--- src/rtl/load_mem_reader.sv ---
// load_mem_reader: RV64 load unit issuing one aligned 64-bit read per request and returning the extended lane to writeback
module load_mem_reader #(
    parameter int ADDR_W = 64,
    parameter int DATA_W = 64,
    parameter int CNT_W  = 32
) (
    input  logic              clk,
    input  logic              rst_n,
    input  logic              req_valid,
    output logic              req_ready,
    input  logic [ADDR_W-1:0] req_addr,
    input  logic [2:0]        req_funct3,
    input  logic [4:0]        req_rd,
    output logic              mem_arvalid,
    input  logic              mem_arready,
    output logic [ADDR_W-1:0] mem_araddr,
    input  logic              mem_rvalid,
    output logic              mem_rready,
    input  logic [DATA_W-1:0] mem_rdata,
    output logic              wb_valid,
    input  logic              wb_ready,
    output logic [4:0]        wb_rd,
    output logic [63:0]       wb_data,
    output logic              wb_err,
    output logic [CNT_W-1:0]  ld_count
);
    typedef enum logic [1:0] {IDLE, ADDR, DATA, RESP} state_t;
    state_t state, state_nx;
    logic [ADDR_W-1:0] addr_q;
    logic [2:0] f3_q;
    logic acc, req_err, sx;
    logic [63:0] sh, ext;

    assign req_ready   = state == IDLE;
    assign mem_arvalid = state == ADDR;
    assign mem_rready  = state == DATA;
    assign wb_valid    = state == RESP;
    assign mem_araddr  = {addr_q[ADDR_W-1:3], 3'b000};
    assign acc         = req_valid && req_ready;
    assign req_err     = req_funct3 == 3'b111 ||
                         (req_funct3[1:0] == 2'd1 && req_addr[0]) ||
                         (req_funct3[1:0] == 2'd2 && |req_addr[1:0]) ||
                         (req_funct3[1:0] == 2'd3 && |req_addr[2:0]);

    always_ff @(posedge clk or negedge rst_n)
        if (!rst_n) state <= IDLE;
        else state <= state_nx;

    always_comb begin
        state_nx = state;
        state_nx = state == IDLE ? (acc ? (req_err ? RESP : ADDR) : IDLE) :
                   state == ADDR ? (mem_arready ? DATA : ADDR) :
                   state == DATA ? (mem_rvalid ? RESP : DATA) :
                   (wb_ready ? IDLE : RESP);
    end

    // Shift the addressed lane down to bit 0, then size and extend it
    always_comb begin
        sx  = ~f3_q[2];
        sh  = mem_rdata >> {addr_q[2:0], 3'b000};
        ext = f3_q[1:0] == 2'd0 ? {{56{sx & sh[7]}}, sh[7:0]} :
              f3_q[1:0] == 2'd1 ? {{48{sx & sh[15]}}, sh[15:0]} :
              f3_q[1:0] == 2'd2 ? {{32{sx & sh[31]}}, sh[31:0]} : sh;
    end

    always_ff @(posedge clk or negedge rst_n)
        if (!rst_n) begin
            addr_q   <= '0;
            f3_q     <= '0;
            wb_rd    <= '0;
            wb_data  <= '0;
            wb_err   <= 1'b0;
            ld_count <= '0;
        end else begin
            if (acc) begin
                addr_q  <= req_addr;
                f3_q    <= req_funct3;
                wb_rd   <= req_rd;
                wb_err  <= req_err;
                wb_data <= '0;
            end
            if (state == DATA && mem_rvalid) wb_data <= ext;
            if (wb_valid && wb_ready) ld_count <= ld_count + CNT_W'(1);
        end
endmodule

--- config.mk ---
export PLATFORM = sky130hd
export DESIGN_NAME = load_mem_reader
export DESIGN_NICKNAME = d
export VERILOG_FILES = /design/src/rtl/load_mem_reader.sv
export SDC_FILE = /design/constraint.sdc
export NUM_CORES = 1
export LEC_CHECK = 0
export CELL_PAD_IN_SITES_DETAIL_PLACEMENT = 0
export CELL_PAD_IN_SITES_GLOBAL_PLACEMENT = 1
export CORE_MARGIN = 1
export CORE_UTILIZATION = 35
export CTS_BUF_LIST = sky130_fd_sc_hd__clkbuf_2 sky130_fd_sc_hd__clkbuf_4 sky130_fd_sc_hd__clkbuf_8
export DETAILED_ROUTE_END_ITERATION = 8
export GPL_TIMING_DRIVEN = 0
export PLACE_DENSITY = 0.93
export SYNTH_ARGS = -nofsm -noshare
export SYNTH_HDL_FRONTEND = slang
export SYNTH_SLANG_ARGS = --single-unit
--- constraint.sdc ---
create_clock -name clk -period 2.4 [get_ports clk]
set_input_delay 0.48 -clock clk [delete_from_list [all_inputs] [get_ports clk]]
set_output_delay 0.48 -clock clk [all_outputs]
set_load 0.05 [all_outputs]
==> impl_metrics.py <==
metrics = {
    "outcome": {
        "status": "completed",
    },
    "pwr": {
        "pwr-share-comb_pct": 65.0,
        "clock_power_share_pct": 10.6,
        "p_leak_nw": 5.50,
        "switchingPower_mw": 9.71,
        "power_density_nw_per_um2": 1530,
        "total_power_mw": 19.5,
        "swShare_pct": 49.9,
        "ir_drop_mv": 0.899,
        "p_int_mw": 9.76,
        "seqPwrFrac_pct": 24.4,
    },
    "worst_setup_path": {
        "critical_path.endpoint_type": "flop",
        "crit_family": "multiplexers",
        "crit_path_start_kind": "primary input",
        "cp_slowest_stage_delay_ns": 0.57,
        "crit_slowest_cell": "clkdlybuf4s50_1",
        "crit_required_ns": 2.75,
        "cp_max_fo": 10,
        "cp_num_buf_inv": 2,
        "r2r-end": "wb_data[46]$_DFFE_PN0P_",
        "rrSetupSlack_ns": 0.08,
        "r2r-start": "addr_q[0]$_DFFE_PN0P_",
        "crit_chain": "clkdlybuf4s50_1 > mux2_1 > mux4_2 > nand3_2 > a211oi_2 > buf_6 > a221o_1",
        "cp.arrival_ns": 2.68,
        "worstSetupPathType": "primary input to flop",
        "r2r_cells": 8,
    },
    "timing": {
        "fmax_ghz": 0.428,
        "drv_slew": 0,
        "finalWorstSetupSlack_ns": 0.0639,
        "rsz0062_at_grt": "false",
        "hold_violations": 0,
        "setup_violations": 0,
        "slew-limit-headroom_pct": 56.7,
        "fin_crit_ns": 2.34,
        "fin_crit_sh_pct": 97.3,
        "worst-slew-pin-transition_ns": 0.649,
        "skew_ns": 0.0205,
    },
    "synthesis": {
        "synth-main-ff-cell": "dfrtp_1",
        "synth_cells": 808,
        "synth-async-reset-ratio_pct": 100,
        "avgSynthCellArea_sq_um": 10.9,
        "synth-edff-count": 0,
        "ys_warn_count": 0,
        "ys_types": 45,
        "synthesis.area_sq_um": 8790,
        "synth-seq-cells": 171,
        "yosysSeqAreaShare_pct": 48.7,
    },
    "floorplan": {
        "core_region_area_sq_um": 24500,
        "die_area_sq_um": 25800,
        "io_pins": 312,
        "die_h_um": 160,
        "rows": 57,
        "fp.dieW_um": 160,
        "start_util_pct": 35.9,
    },
    "final_layout": {
        "nFillCells": 2198,
        "mostFrequentLayoutCells": "303 x clkdlybuf4s50_1, 171 x dfrtp_1, 83 x mux2_2",
        "final_common_cell": "clkdlybuf4s50_1",
        "nNetsFinal": 1279,
        "area_delta_synth_final_pct": 44.9,
        "finish.utilization_pct": 52.1,
        "multi_input_area_sq_um": 3790,
        "regArea_sq_um": 4280,
        "drive_above_1_share_pct": 18.8,
    },
    "route": {
        "vias": 7522,
        "drc": 0,
        "drt-total-wl_um": 29700,
        "wire_per_inst_um": 20.2,
        "ant_nets": 0,
        "first_pass_iters": 5,
        "dr.first_iter.drc_count": 512,
        "avgViaCountPerCell": 5.10,
    },
    "min_path": {
        "hp-class": "primary input to asynchronous set/reset pin",
    },
    "clock_network": {
        "cts_max_level": 4,
        "ctsHoldBuffers": 0,
        "numCtsBuffers": 17,
        "clockRootBuffer": "clkbuf_8",
        "cts.path.max_buffers": 2,
        "clock_latency_ns": 0.47,
        "clk_pin_slew_worst_paths_ns": 0.10,
        "cts_tree": "done",
        "cts.sinks": 171,
    },
    "global_routing": {
        "grt_max_degree": 91,
        "grt_pass1_vias": 7587,
        "grt.total_usage_pct": 23.2,
        "grt_overflow": 0,
        "antenna_found_initial": 1,
        "grt_pass1_wl_um": 44700,
    },
    "placement": {
        "gp_congestion": 0.944,
        "pre_cts_ws_ns": -0.585,
        "hpwl_um": 23400,
        "io_buffers": 308,
    },
    "job": {
        "drv_cap": 0,
    },
}
## cell families (layout without fill, tap and decap cells)
kind of cell / count (synthesis) / in the layout / synth area share (%)
muxes: 135 / 135 / 16.9
DFF: 171 / 171 / 48.7
AOI/OAI and AO/OA: 162 / 162 / 13.1
other: 1 / 4 / 0.0427
xor gates and xnor gates: 31 / 31 / 3.09
buffers and inverters: 125 / 464 / 8.43
and+or+nand+nor: 182 / 182 / 9.62
adders and majority gates: 1 / 1 / 0.142
## state kept, by name (all words and copies together), names as in the netlist
signal    cells
addr_q       64
wb_data      64
ld_count     32
wb_rd         5
f3_q          3
state         2
wb_err        1
## power groups by stage
stage / logic, mW / clock network [mW] / registers [mW]
after global placement: 12.5 / 0 / 4.77
final: 12.7 / 2.07 / 4.75
after CTS: 12.7 / 2.13 / 4.77
after detailed placement: 12.6 / 0 / 4.81
after global routing: 13.3 / 2.25 / 4.92
after floorplan: 6.78 / 0 / 6.59
## synth_stat cells (3+ instances only)
master / count / share of area [%]
and2_1: 4 / 0.28
dfrtp_1: 171 / 49
inv_1: 8 / 0.34
buf_4: 64 / 5.5
mux2_2: 83 / 11
buf_2: 13 / 0.74
nor3_1: 4 / 0.23
nor2_1: 37 / 1.6
a221o_1: 11 / 1.3
buf_1: 6 / 0.26
and3_1: 16 / 1.1
a22o_1: 44 / 4.4
xnor2_1: 21 / 2.1
o211ai_1: 22 / 1.9
xor2_1: 10 / 1.0
a21oi_1: 25 / 1.4
o221ai_1: 8 / 0.80
and4_1: 4 / 0.40
o21ai_0: 40 / 2.3
clkbuf_1: 32 / 1.4
mux2i_1: 45 / 5.1
a31oi_1: 3 / 0.21
mux2_1: 4 / 0.51
nand3_1: 17 / 0.97
nand2_1: 78 / 3.3
nand4_1: 10 / 0.71
nand2b_1: 6 / 0.43
## area by class of cell
cell class / count / share of cell area [%]
Inverter: 8 / 0.236
Clock inverter: 14 / 1.14
Clock buffer: 18 / 1.95
Tap cell: 324 / 3.18
Buffer: 114 / 5.67
Multi-Input combinational cell: 514 / 29.7
Timing Repair Buffer: 310 / 24.5
Sequential cell: 171 / 33.6
Antenna cell: 1 / 0.0196
## timing repair
item / CTS / global route
gates cloned: 0 / 0
resized for setup: 8 / 16
setup buffers: 0 / 1
endpoints found under the setup margin: 38 / 44
pin swaps: 0 / 1
## metrics by stage
stage / cell area [sq um] / setup TNS [ns] / instances / hold WS (ns)
floorplan: 8800 / 0 / 810 / 0.184
global placement: 12300 / -1121.54 / 1442 / 0.457
detailed placement: 12300 / -34.11 / 1443 / 0.462
CTS: 12700 / 0 / 1474 / 0.0164
global route: 12700 / 0 / 1473 / 0.0312
finish: 12700 / 0 / 1474 / 0.00652
## layer usage
metal / share of wire, % / track usage (%) / wire (um) / vias to the layer above
met5: 0 / 0 / 0 / -
met4: 1.9 / 6.62 / 561 / 0
met3: 7.9 / 6.43 / 2360 / 37
met2: 49 / 39.9 / 14600 / 353
met1: 41 / 28.2 / 12200 / 3639
li1: - / - / - / 3493
## how the worst max path moves through the flow
stage / start / end / slack [ns] / cells past startpoint
after floorplan: state[0]$_DFF_PN0_ / addr_q[53]$_DFFE_PN0P_ / 0.07 / 6
after global placement: rst_n / addr_q[55]$_DFFE_PN0P_ / -6.41 / 1
after detailed placement: req_valid / addr_q[55]$_DFFE_PN0P_ / -0.58 / 6
after CTS: state[1]$_DFF_PN0_ / wb_data[22]$_DFFE_PN0P_ / 0.02 / 7
after global routing: state[0]$_DFF_PN0_ / wb_valid / 0.006 / 3
final: mem_rdata[63] / wb_data[50]$_DFFE_PN0P_ / 0.06 / 7
Power figures use the tool's default switching activity.
